### src/rtl/crc_frame_seq_if.sv
// Frame/result handshake bundle for crc_frame_seq.
// master: packet source plus checksum consumer. slave: the sequencer.
interface crc_frame_seq_if #(
   parameter int DATA_WIDTH      = 8,
   parameter int POLYNOMIAL_BITS = 8,
   parameter int CNT_WIDTH       = 16
);
   logic                       in_valid;
   logic                       in_ready;
   logic [DATA_WIDTH-1:0]      in_data;
   logic                       in_sop;
   logic                       in_eop;
   logic                       crc_valid;
   logic                       crc_ready;
   logic [POLYNOMIAL_BITS-1:0] crc_val;
   logic [CNT_WIDTH-1:0]       frame_len;
   logic                       err_sop;

   modport master (
      output in_valid, in_data, in_sop, in_eop, crc_ready,
      input  in_ready, crc_valid, crc_val, frame_len, err_sop
   );

   modport slave (
      input  in_valid, in_data, in_sop, in_eop, crc_ready,
      output in_ready, crc_valid, crc_val, frame_len, err_sop
   );
endinterface

### src/rtl/crc_frame_seq.sv
// Frame-level CRC sequencer: folds a multi-beat frame into one CRC and
// beat count, then holds the result on a back-pressured result handshake.
// The interface instance must carry the same parameters as this module.
module crc_frame_seq #(
   parameter int DATA_WIDTH      = 8,
   parameter int POLYNOMIAL_BITS = 8,
   parameter int CNT_WIDTH       = 16
) (
   input  logic              clk,
   input  logic              rst_n,
   crc_frame_seq_if.slave    bus
);

   localparam logic [1:0] ST_IDLE  = 2'd0;
   localparam logic [1:0] ST_ACCUM = 2'd1;
   localparam logic [1:0] ST_DONE  = 2'd2;

   localparam bit POLY_LEGAL =
      (POLYNOMIAL_BITS == 1)  || (POLYNOMIAL_BITS == 4)  || (POLYNOMIAL_BITS == 5)  ||
      (POLYNOMIAL_BITS == 6)  || (POLYNOMIAL_BITS == 7)  || (POLYNOMIAL_BITS == 8)  ||
      (POLYNOMIAL_BITS == 10) || (POLYNOMIAL_BITS == 12) || (POLYNOMIAL_BITS == 15) ||
      (POLYNOMIAL_BITS == 16) || (POLYNOMIAL_BITS == 24) || (POLYNOMIAL_BITS == 32);

   // Generator coefficients without the implicit x^N term.
   localparam logic [31:0] POLY_FULL =
      (POLYNOMIAL_BITS == 1)  ? 32'h0000_0001 :
      (POLYNOMIAL_BITS == 4)  ? 32'h0000_0003 :
      (POLYNOMIAL_BITS == 5)  ? 32'h0000_0005 :
      (POLYNOMIAL_BITS == 6)  ? 32'h0000_0007 :
      (POLYNOMIAL_BITS == 7)  ? 32'h0000_0009 :
      (POLYNOMIAL_BITS == 8)  ? 32'h0000_009B :
      (POLYNOMIAL_BITS == 10) ? 32'h0000_0233 :
      (POLYNOMIAL_BITS == 12) ? 32'h0000_080F :
      (POLYNOMIAL_BITS == 15) ? 32'h0000_4599 :
      (POLYNOMIAL_BITS == 16) ? 32'h0000_8005 :
      (POLYNOMIAL_BITS == 24) ? 32'h00FF_FA09 :
      (POLYNOMIAL_BITS == 32) ? 32'h04C1_1DB7 : 32'h0000_0000;

   localparam logic [POLYNOMIAL_BITS-1:0] POLY = POLY_FULL[POLYNOMIAL_BITS-1:0];

   if (!POLY_LEGAL) begin : g_bad_poly
      $error("crc_frame_seq: unsupported POLYNOMIAL_BITS = %0d", POLYNOMIAL_BITS);
   end

   // One full beat through the serial CRC recurrence, MSB first; the shift
   // form keeps the width at POLYNOMIAL_BITS so a 1-bit CRC also works.
   function automatic logic [POLYNOMIAL_BITS-1:0] crc_step(
      input logic [POLYNOMIAL_BITS-1:0] crc_in,
      input logic [DATA_WIDTH-1:0]      data
   );
      logic [POLYNOMIAL_BITS-1:0] c;
      logic                       fb;
      c = crc_in;
      for (int i = DATA_WIDTH - 1; i >= 0; i--) begin
         fb = data[i] ^ c[POLYNOMIAL_BITS-1];
         c  = (c << 1) ^ ({POLYNOMIAL_BITS{fb}} & POLY);
      end
      return c;
   endfunction

   logic [1:0]                 state_q,   state_d;
   logic [POLYNOMIAL_BITS-1:0] crc_acc_q, crc_acc_d;
   logic [CNT_WIDTH-1:0]       cnt_q,     cnt_d;
   logic                       err_sop_q, err_sop_d;
   logic                       accept;

   // The accumulator and counter cannot change in DONE (no beat is
   // accepted), so they double as the held result registers.
   assign bus.in_ready  = (state_q != ST_DONE);
   assign bus.crc_valid = (state_q == ST_DONE);
   assign bus.crc_val   = crc_acc_q;
   assign bus.frame_len = cnt_q;
   assign bus.err_sop   = err_sop_q;

   assign accept = bus.in_valid && (state_q != ST_DONE);

   // Next-state, accumulator and protocol-error decode.
   always_comb begin
      state_d   = state_q;
      crc_acc_d = crc_acc_q;
      cnt_d     = cnt_q;
      err_sop_d = 1'b0;
      case (state_q)
         ST_IDLE, ST_ACCUM: begin
            if (accept) begin
               if (bus.in_sop) begin
                  // A sop inside a frame discards the partial frame.
                  err_sop_d = (state_q == ST_ACCUM);
                  crc_acc_d = crc_step('0, bus.in_data);
                  cnt_d     = CNT_WIDTH'(1);
                  state_d   = bus.in_eop ? ST_DONE : ST_ACCUM;
               end else if (state_q == ST_IDLE) begin
                  // Orphan beat outside a frame: dropped.
                  err_sop_d = 1'b1;
               end else begin
                  crc_acc_d = crc_step(crc_acc_q, bus.in_data);
                  if (cnt_q != '1) begin
                     cnt_d = cnt_q + CNT_WIDTH'(1);
                  end
                  if (bus.in_eop) begin
                     state_d = ST_DONE;
                  end
               end
            end
         end
         ST_DONE: begin
            if (bus.crc_ready) begin
               state_d = ST_IDLE;
            end
         end
         default: begin
            state_d = ST_IDLE;
         end
      endcase
   end

   // State and datapath registers with asynchronous reset.
   always_ff @(posedge clk or negedge rst_n) begin
      if (!rst_n) begin
         state_q   <= ST_IDLE;
         crc_acc_q <= '0;
         cnt_q     <= '0;
         err_sop_q <= 1'b0;
      end else begin
         state_q   <= state_d;
         crc_acc_q <= crc_acc_d;
         cnt_q     <= cnt_d;
         err_sop_q <= err_sop_d;
      end
   end

endmodule

### src/flat_wrapper.sv
// flat-port wrapper written by rule: the top's interface ports become plain ports
module crc_frame_seq_flat 
#(
   parameter int DATA_WIDTH      = 8,
   parameter int POLYNOMIAL_BITS = 8,
   parameter int CNT_WIDTH       = 16
)
  (clk, rst_n, bus_in_valid, bus_in_data, bus_in_sop, bus_in_eop, bus_crc_ready, bus_in_ready, bus_crc_valid, bus_crc_val, bus_frame_len, bus_err_sop);
  crc_frame_seq_if #(.DATA_WIDTH(DATA_WIDTH), .POLYNOMIAL_BITS(POLYNOMIAL_BITS), .CNT_WIDTH(CNT_WIDTH)) bus_i ();
  input  logic clk;
  input  logic rst_n;
  input wire logic [$bits(bus_i.in_valid)-1:0] bus_in_valid;
  input wire logic [$bits(bus_i.in_data)-1:0] bus_in_data;
  input wire logic [$bits(bus_i.in_sop)-1:0] bus_in_sop;
  input wire logic [$bits(bus_i.in_eop)-1:0] bus_in_eop;
  input wire logic [$bits(bus_i.crc_ready)-1:0] bus_crc_ready;
  output wire logic [$bits(bus_i.in_ready)-1:0] bus_in_ready;
  output wire logic [$bits(bus_i.crc_valid)-1:0] bus_crc_valid;
  output wire logic [$bits(bus_i.crc_val)-1:0] bus_crc_val;
  output wire logic [$bits(bus_i.frame_len)-1:0] bus_frame_len;
  output wire logic [$bits(bus_i.err_sop)-1:0] bus_err_sop;
  assign bus_i.in_valid = bus_in_valid;
  assign bus_i.in_data = bus_in_data;
  assign bus_i.in_sop = bus_in_sop;
  assign bus_i.in_eop = bus_in_eop;
  assign bus_i.crc_ready = bus_crc_ready;
  assign bus_in_ready = bus_i.in_ready;
  assign bus_crc_valid = bus_i.crc_valid;
  assign bus_crc_val = bus_i.crc_val;
  assign bus_frame_len = bus_i.frame_len;
  assign bus_err_sop = bus_i.err_sop;
  crc_frame_seq #(.DATA_WIDTH(DATA_WIDTH), .POLYNOMIAL_BITS(POLYNOMIAL_BITS), .CNT_WIDTH(CNT_WIDTH)) u_core (.clk(clk), .rst_n(rst_n), .bus(bus_i));
endmodule
### config.mk
export PLATFORM = sky130hd
export DESIGN_NAME = crc_frame_seq_flat
export DESIGN_NICKNAME = d
export VERILOG_FILES = /design/src/rtl/crc_frame_seq_if.sv /design/src/rtl/crc_frame_seq.sv /design/src/flat_wrapper.sv
export SDC_FILE = /design/constraint.sdc
export NUM_CORES = 1
export LEC_CHECK = 0
export CORE_UTILIZATION = 54
export CTS_CLUSTER_DIAMETER = 120
export DETAILED_ROUTE_END_ITERATION = 8
export PLACE_DENSITY = 0.85
export SYNTH_ARGS = -nofsm -noshare
export SYNTH_HDL_FRONTEND = slang
export SYNTH_SLANG_ARGS = --single-unit
### constraint.sdc
create_clock -name clk -period 3.2 [get_ports clk]
set_clock_uncertainty 0.15 [all_clocks]
set_input_delay 0.32 -clock clk [delete_from_list [all_inputs] [get_ports clk]]
set_output_delay 0.32 -clock clk [all_outputs]
set_load 0.02 [all_outputs]
==> Yosys cells after proc, flatten, opt, wreduce, memory -nomap -nowiden <==
Cells that the tools add are included.
Widths: inputs -> output; s select.
{ "word_totals": {"ff_bits": 27, "in_bits": 14, "out_inout_bits": 27, "wordCells": 67} }
{ "classes": {"n_addsub": 1, "n_eq_ne": 9, "muxes": 16, "bitwise": 30, "reduce_logical": 7} }
{ "op_table": {"columns": ["op", "count"], "rows": [
  ["$xor 8x8->8", 14],
  ["$mux 16", 3],
  ["$add 16x1->16 const B", 1],
  ["$mux 8", 2],
  ["$ne 16x16->1 const B", 1],
  ["$xor 1x1->1", 15],
  ["$mux 2", 6],
  ["$reduce_and 4->1", 2],
  ["$xor 6x8->8", 1],
  ["$ne 2x2->1 const B", 3],
  ["$ne 3x3->1 const B", 2],
  ["$mux 1", 4],
  ["$pmux 2 s2", 1],
  ["$reduce_and 3->1", 1],
  ["$eq 2x1->1 const B", 1],
  ["$eq 2x2->1 const B", 1],
  ["$logic_not 2->1", 1],
  ["$ne 2x1->1 const B", 1],
  ["$reduce_bool 2->1", 1],
  ["$reduce_or 2->1", 1],
  ["$logic_and 1x1->1", 1]
]} }

==> Logic depth before layout (Yosys ltp) <==
Gate-level depths: netlist (run 1).
{ "depth": {"depth_word": 18, "mapped_depth": 7, "mapped_depth_nobuf": 6} }

==> Worst setup path after synthesis (run 1) <==
Ideal clock, no wire load.
{ "synth_timing": {"path_kind": "reg-to-reg", "startpoint": "register u_core.cnt_q[1], in the netlist u_core.bus.frame_len[1]", "endpoint": "register u_core.cnt_q[12], in the netlist u_core.bus.frame_len[12]", "setup_ps": 132, "t_arrival_ps": 1726, "required_time_ps": 2918, "slack_ps": 1193, "stages_incl_launch_ff": 8, "path_cell_list": "dfrtp_1 > ha_1 > nand2_1 > or3_1 > buf_6 > nor4b_2 > xnor2_1 > nor2_1"} }
{ "synth_via": {"elab_chain_cells": 4} }
{ "synth_lines": {"columns": ["item", "line", "rtl"], "rows": [
  ["start: declaration", "crc_frame_seq.sv:63", "logic [CNT_WIDTH-1:0] cnt_q, cnt_d;"],
  ["start signal: assignment", "crc_frame_seq.sv:127", "cnt_q <= cnt_d;"],
  ["$add 16x1->16", "crc_frame_seq.sv:98", "cnt_d = cnt_q + CNT_WIDTH'(1);"],
  ["$mux 16", "crc_frame_seq.sv:97", "if (cnt_q != '1) begin"],
  ["$mux 16", "crc_frame_seq.sv:92", "end else if (state_q == ST_IDLE) begin"],
  ["$mux 16", "crc_frame_seq.sv:86", "if (bus.in_sop) begin"]
]} }
Parallel ways exist; a longest one is shown, timed or not. The select of a mux whose other input is x is not followed.
A chain may end at the register's enable or synchronous reset.

==> Worst setup path after layout (run 1) <==
{ "layout_timing": {"startpoint": "register u_core.cnt_q[0], in the netlist u_core.bus.frame_len[0]", "endpoint": "register u_core.cnt_q[10], in the netlist u_core.bus.frame_len[10]"} }
Same word-level chain as after synthesis.

==> results of run 1 <==
## worst max-delay path: cells and delay by family (launching register included)
family	cells	cell delay, ns
adder cells (fa/ha/maj)	1	0.27
AO/OA/AOI/OAI	2	0.51
AND/OR/NAND/NOR	3	0.69
flip-flops	1	0.44
## placed cells by master, fill, tap and decap left out, drive strengths merged, types with 2 or more instances in the layout
cell type,count
o21ai,14
a21oi,9
clkbuf,4
o211a,3
clkdlybuf4s50,40
xnor2,21
nand2b,4
inv,4
nand2,16
buf,3
nand4,3
xor2,17
dfrtp,27
nor4b,2
a211oi,4
nor3,6
nand3,11
xnor3,2
nor2b,4
nor2,24
and2,3
## cell families after synthesis
family,count (synthesis),share of synthesized area [%]
AO/OA/AOI/OAI,33,11.2
XOR/XNOR,41,22.8
adder cells (fa/ha/maj),1,0.711
buffers and inverters,10,2.56
flip-flops,27,38.4
multiplexers,1,0.640
AND/OR/NAND/NOR,81,23.7
## how the worst max path moves through the flow
stage,start,to,slack [ns],depth (start not counted)
floorplan,u_core.bus.frame_len[1]$_DFFE_PN0P_,u_core.bus.frame_len[12]$_DFFE_PN0P_,1.19,7
detailed placement,bus_in_sop,u_core.bus.frame_len[7]$_DFFE_PN0P_,0.90,6
CTS,u_core.bus.frame_len[0]$_DFFE_PN0P_,u_core.bus.frame_len[10]$_DFFE_PN0P_,1.05,6
global placement,bus_in_data[1],u_core.bus.crc_val[3]$_DFFE_PN0P_,0.93,6
global route,u_core.bus.frame_len[1]$_DFFE_PN0P_,u_core.bus.frame_len[1]$_DFFE_PN0P_,0.85,5
finish,u_core.bus.frame_len[0]$_DFFE_PN0P_,u_core.bus.frame_len[10]$_DFFE_PN0P_,1.04,6
## sequential cells by signal (all words and copies together) (netlist names)
register / count
u_core.bus.frame_len: 16
u_core.bus.crc_val: 8
u_core.bus.err_sop: 1
u_core.state_q: 2
## metal layers
layer  wire, um  part of all wire [%]  global-route usage (%)
met1       1870                    48                    35.7
met2       1820                    47                    39.8
met3        182                   4.7                    3.06
met4         31                  0.79                    7.82
met5          0                     0                       0
## where the power goes
part	switching, W	internal, W	leakage, nW	total (W)
Clock	0.000105	0.0000490	0.0150	0.000153
Combinational	0.000438	0.000511	0.587	0.000949
Sequential	0.000139	0.000422	0.346	0.000562
Total	0.000682	0.000982	0.948	0.00166
## final cells by class
cell class | count | area share (%)
multi-input cells | 157 | 46.5
flip-flops and latches | 27 | 30.2
repair buffers | 43 | 18.9
well taps | 44 | 2.46
clock buffers | 4 | 1.18
inverters | 4 | 0.672
## cell usage after synthesis (all sizes together), types with 2 or more instances
cell type,number
a211oi,4
a21oi,9
inv,4
nor2,24
dfrtp,27
xor2,17
nand4,3
nor2b,4
xnor3,2
nand2b,4
nor4b,2
o21ai,14
clkbuf,5
nor3,6
and2,3
xnor2,21
nand2,16
nand3,11
o211a,3
## per-stage QoR
stage	setup slack (ns)	instances	instance area [sq um]	total power, W
finish	1.04	279	2230	0.00166
global route	0.852	279	2230	0.00178
CTS	1.05	279	2230	0.00167
detailed placement	0.901	275	2210	0.00151
global placement	0.930	275	2210	0.00149
floorplan	1.19	194	1760	0.00122
==> summary.txt, run 1 <==
Route
  – DRT antenna net count: 0
  – DR pass1 iterations: 4
  – DR WL/cell: around 14 um
  – Number of remaining DRC errors: 0
  – DRT iter0 DRCs: 71
  – Vias post-DR: 1530
  – DRT Wirelength: 3910 um
  – Via-to-Cell Ratio: around 5.5

Outcome
  – Status: finished, final reports clean

Critical path
  – Crit. End Element: flip-flop
  – Startpoint types: flip-flop
  – Worst stage delay on the critical path: 0.50 ns
  – Required @ worst endpoint: between 3 and 4 ns
  – Worst-path cell chain: ha_1 > nand2_1 > or3_1 > o21ai_1 > nand2_1 > o21ai_0
  – Worst Path Arrival: 2.26 ns
  – Crit Reg-Reg Endpoint: u_core.bus.frame_len[10]$_DFFE_PN0P_
  – Crit-path most repeated cell: nand2_1
  – R2r setup slk: around 1.0 ns
  – FF-to-FF path depth: 6
  – R2R Path Start: u_core.bus.frame_len[0]$_DFFE_PN0P_
  – Kind of critical path: flip-flop to flip-flop
  – Crit-path slowest cell: or3_1
  – Crit Path Max Fanout: 8

GRT
  – GRT Total Usage: 25.0%
  – Vias in the first global route: about 1500
  – First-pass GRT wire length: 6570 um
  – Initial antenna violation count: 0
  – Total gr overflow: 0
  – Largest net degree at the start of global routing: 28

CTS
  – Root buf cell: clkbuf_4
  – Clk sinks: 27
  – Clk pin slew, worst setup/hold paths: 0.15 ns
  – CTS H-tree depth: 1
  – Setup repair bufs after CTS: 0
  – Insertion delay to the later sink of the worst-skew pair: 0.33 ns
  – # hold bufs at CTS: 0
  – Cts repair resizes: 0
  – TritonCTS Buffers: 3
  – CTS Buffer Depth: 2
  – TritonCTS clock tree: done

Placement
  – Routability Congestion: 0.849
  – Port Buffer Count: 40
  – Hpwl dp: 2900 um

Layout
  – Layout area overhead: 26.9%
  – Total area of sequential cells: around 680 sq um
  – Final core area utilization: approximately 73%
  – Layout cell share with drive strength beyond 1: 4.26%
  – Multi-input gate area: 0.00104 sq mm
  – Final #Nets: 251
  – Fillers: 249
  – Diodes inserted: 0

Yosys
  – Syn Std Cell Area: 0.00176 sq mm
  – Seq cells post-synth: 27
  – Syn Nets: 209
  – Ys async rst share: 100%
  – EDFF count, synth: 0
  – Synth Flop Type: dfrtp_1
  – Post-synth top area share: 38.4%
  – Post-Syn Area per Cell: 9.07 sq um
  – Post-synthesis sequential area ratio: 38.4%
  – Synth cell types: 35
  – Mapped Cells: 194
  – Synth area leaders: dfrtp_1 38%, xnor2_1 10%, xor2_1 8.5%
  – Yosys warnings: 0
  – Dominant cell type by area after synthesis: dfrtp_1

Floorplan
  – Initial Utilization: 57.2%
  – I/O pins: between 40 and 50
  – Core Area: 0.00308 sq mm
  – Die W: roughly 60 um
  – Die height: 59.1 um
  – Row count: 20
  – Die area: 0.00349 sq mm

STA
  – Hold violation count in the final report: 0
  – WHS: about 0.18 ns
  – RSZ-0062 raised after global routing: no
  – Final worst path period share: 67.6%
  – Total Neg Setup Slack: 0 ns
  – Final min period: between 2 and 2.5 ns
  – Worst Max-Slew Pin Slew: 0.598 ns
  – Relative slew margins: 59.8%
  – Setup Viol. Count Final: 0
  – Achievable frequency: between 400 and 500 MHz
  – Fin. max-slew vios: 0

Pwr
  – Power Density: about 740 mW/mm^2
  – LEAKAGE: 0.948 nW
  – Peak supply drop: 0.508 mV

Flow run
  – Maxcap violations: 0

Min path
  – Min-Delay Path Class: input port to async pin
Note: power is estimated with default switching activity, not from simulation.
==> run 2: changes to the inputs <==
--- a/config.mk
+++ b/config.mk
@@ -5,10 +5,10 @@
 export SDC_FILE = /design/constraint.sdc
 export NUM_CORES = 1
 export LEC_CHECK = 0
-export CORE_UTILIZATION = 54
+export CORE_UTILIZATION = 50
 export CTS_CLUSTER_DIAMETER = 120
 export DETAILED_ROUTE_END_ITERATION = 8
-export PLACE_DENSITY = 0.85
+export PLACE_DENSITY = 0.8
 export SYNTH_ARGS = -nofsm -noshare
 export SYNTH_HDL_FRONTEND = slang
 export SYNTH_SLANG_ARGS = --single-unit
==> constraint.sdc (replaced) <==
create_clock -name clk -period 2.01 [get_ports clk]
set_clock_uncertainty 0.15 [all_clocks]
set_input_delay 0.201 -clock clk [delete_from_list [all_inputs] [get_ports clk]]
set_output_delay 0.201 -clock clk [all_outputs]
set_load 0.02 [all_outputs]
==> run 2 against run 1 <==
Net effect:
- clock power rose by 51%
- total power up 65%
- die area is 7.7% higher
- worst hold slack worse by 0.11 ns
- clock-buffer cell count did not move
- utilization is 1.0 points lower
- via count rose by 4.8%
- critical path depth is 3 lower
- wire length is 0.36% lower
- cell count is 8.6% higher
- register-to-register slack got worse by 0.91 ns
- critical path type is now flip-flop to primary output
==> summary.txt, run 2 (synthesis gave the netlist of run 1 again) <==
STA
  – Fin. max-slew vios: 0 (unchanged)
  – Final worst path period share: between 90% and 100%
  – Hold violation count in the final report: 0 (unchanged)
  – Total Neg Setup Slack: 0 ns (unchanged)
  – Final min period: about 2.0 ns
  – Achievable frequency: 511 MHz
  – Setup Viol. Count Final: 0 (unchanged)
  – Relative slew margins: 70.9% (+11 points)
  – Worst Max-Slew Pin Slew: 0.436 ns (-0.162 ns)
  – RSZ-0062 raised after global routing: no

Layout
  – Commonest non-fill, non-tap cell in the layout: clkdlybuf4s50_1
  – Non-Filler Instances: 303 (+8.6%)
  – Post-Layout Inst Area: 0.00241 sq mm (+7.7%)
  – Multi-input gate area: 0.00104 sq mm (+0.48%)
  – Final #Nets: 273 (+8.8%)
  – Layout cell share with drive strength beyond 1: 12.8% (+8.6 points)
  – Most frequent cells in the layout: 40 x clkdlybuf4s50_1, 27 x dfrtp_1, 25 x buf_4, 24 x nor2_1, 21 x xnor2_1
  – Fillers: 274 (+10%)
  – Total area of sequential cells: 676 sq um (unchanged)
  – Layout area overhead: 36.7%
  – Diodes inserted: 0 (unchanged)
  – Max FFs per register: 16 (unchanged)

Critical path
  – FF-to-FF path depth: 6 (unchanged)
  – Crit Path Max Fanout: 5 (-3)
  – Startpoint types: flip-flop
  – Crit. End Element: primary output
  – Kind of critical path: flip-flop to primary output
  – Required @ worst endpoint: 1.66 ns (-1.64 ns)
  – Worst Path Arrival: 1.61 ns (-0.65 ns)

CTS
  – Clk sinks: 27 (unchanged)
  – Insertion delay to the later sink of the worst-skew pair: 0.32 ns (about the same)
  – CTS Buffer Depth: 2 (unchanged)
  – Clk pin slew, worst setup/hold paths: 0.14 ns (about the same)
  – TritonCTS Buffers: 3 (unchanged)
  – Root buf cell: clkbuf_4
  – # hold bufs at CTS: 0 (unchanged)
  – TritonCTS clock tree: done
  – CTS H-tree depth: 1 (unchanged)

Floorplan
  – Die W: 61.3 um (+3.8%)
  – Row count: 21 (+5.0%)
  – Die area: 0.00376 sq mm (+7.7%)
  – Core Area: 0.00336 sq mm (+9.3%)
  – I/O pins: 41 (unchanged)
  – Initial Utilization: 52.3% (-4.9 points)
  – Die height: 61.3 um (+3.8%)

Pwr
  – Sequential power share: 30.3% (-3.5 points)
  – Switching Fraction: 39.4% (-1.6 points)
  – P_sw: 0.00108 W (+58%)
  – Clock network power share: 8.4% (-0.8 points)
  – Logic pwr share: 61.3% (+4.3 points)
  – Power Density: 1140 mW/mm^2 (+53%)
  – LEAKAGE: 1.06 nW (+11%)
  – Peak supply drop: 0.857 mV (+69%)
  – Internal Power: 0.00166 W (+69%)

Placement
  – Routability Congestion: 0.847 (-0.18%)
  – Port Buffer Count: 40 (unchanged)
  – Hpwl dp: 3000 um (+3.6%)
  – Dpl cell area: 0.00238 sq mm (+7.6%)
  – Placed Instances: 299 (+8.7%)

Route
  – Number of remaining DRC errors: 0 (unchanged)
  – Vias post-DR: 1603 (+4.8%)
  – DRT Wirelength: 3890 um (-0.36%)
  – DRT antenna net count: 0 (unchanged)
  – DR WL/cell: 12.8 um (-8.3%)
  – DR pass1 iterations: 7 (+3)
  – DRT iter0 DRCs: 58 (-18%)
  – Via-to-Cell Ratio: 5.29 (-3.5%)

Outcome
  – Status: finished, final reports clean

Min path
  – Min-Delay Path Class: input port to async pin

GRT
  – First-pass GRT wire length: 6360 um (-3.2%)
  – Largest net degree at the start of global routing: 28 (unchanged)
  – GRT Total Usage: 22.7% (-2.3 points)
  – Vias in the first global route: 1440 (-1.0%)
  – Total gr overflow: 0 (unchanged)
  – Initial antenna violation count: 0 (unchanged)

Flow run
  – Maxcap violations: 0 (unchanged)
==> run 2: changes by cell type in the layout (fill, tap and decap cells not counted) <==
cell and delta:
or3_1 -1, buf_4 +22, or3_4 +1
==> run 2: metal layers <==
metal,up-vias,wire length [um],part of all wire (%),global-route usage [%]
met2,45,1830,47,36.6
li1,797,-,-,-
met4,0,41,1.1,6.03
met5,-,0,0,0
met3,7,184,4.7,3.15
met1,754,1830,47,32.2
==> run 2: path summary, 6_finish.rpt <==
path / start / to / slack [ns]
setup / recovery: u_core.state_q[0]$_DFFE_PN0P_ / bus_crc_valid / 0.05
hold / removal: rst_n / u_core.bus.frame_len[14]$_DFFE_PN0P_ / 0.08
setup reg to reg: u_core.bus.frame_len[1]$_DFFE_PN0P_ / u_core.bus.frame_len[14]$_DFFE_PN0P_ / 0.13
hold reg to reg: u_core.state_q[1]$_DFFE_PN0P_ / u_core.state_q[0]$_DFFE_PN0P_ / 0.36
max in group asynchronous: rst_n / u_core.bus.crc_val[5]$_DFFE_PN0P_ / 1.38
min in group clk: bus_crc_ready / u_core.state_q[1]$_DFFE_PN0P_ / 0.29
==> run 2: stage by stage <==
stage / hold slack [ns] / power (W) / setup WS [ns] / util, %
after floorplan: -0.245 / 0.00194 / 0.00259 / -
after global placement: 0.346 / 0.00249 / 0.0348 / 70.6
after detailed placement: 0.335 / 0.00252 / -0.0352 / 70.6
after CTS: 0.0871 / 0.00275 / 0.0409 / 71.4
after global routing: 0.105 / 0.00295 / 0.00346 / 71.6
final: 0.0757 / 0.00274 / 0.0515 / 71.6
==> run 2: power groups by stage <==
stage / Clock (W) / Sequential, W / Combinational (W)
finish: 0.000231 / 0.000829 / 0.00168
global route: 0.000255 / 0.000856 / 0.00184
CTS: 0.000238 / 0.000830 / 0.00168
detailed placement: 0 / 0.000841 / 0.00167
global placement: 0 / 0.000839 / 0.00166
floorplan: 0 / 0.000999 / 0.000940
==> run 2: layout make-up <==
cell class / instances / area share [%]
multi-input cells: 157 / 43.4
flip-flops and latches: 27 / 28.1
repair buffers: 65 / 24.4
well taps: 46 / 2.39
clock buffers: 4 / 1.09
inverters: 4 / 0.624
==> run 2: critical path, cell delays in order, from the launching register on <==
cell	delay, ns
dfrtp_1	0.44
nand2b_1	0.19
inv_1	0.06
clkdlybuf4s50_1	0.59
==> run 2: repair_timing <==
| item | 4_1_cts | 5_1_grt |
|---|---|---|
| buffers inserted | 0 | 0 |
| endpoints found under the setup margin | 0 | 2 |
| gates resized for setup | 0 | 1 |
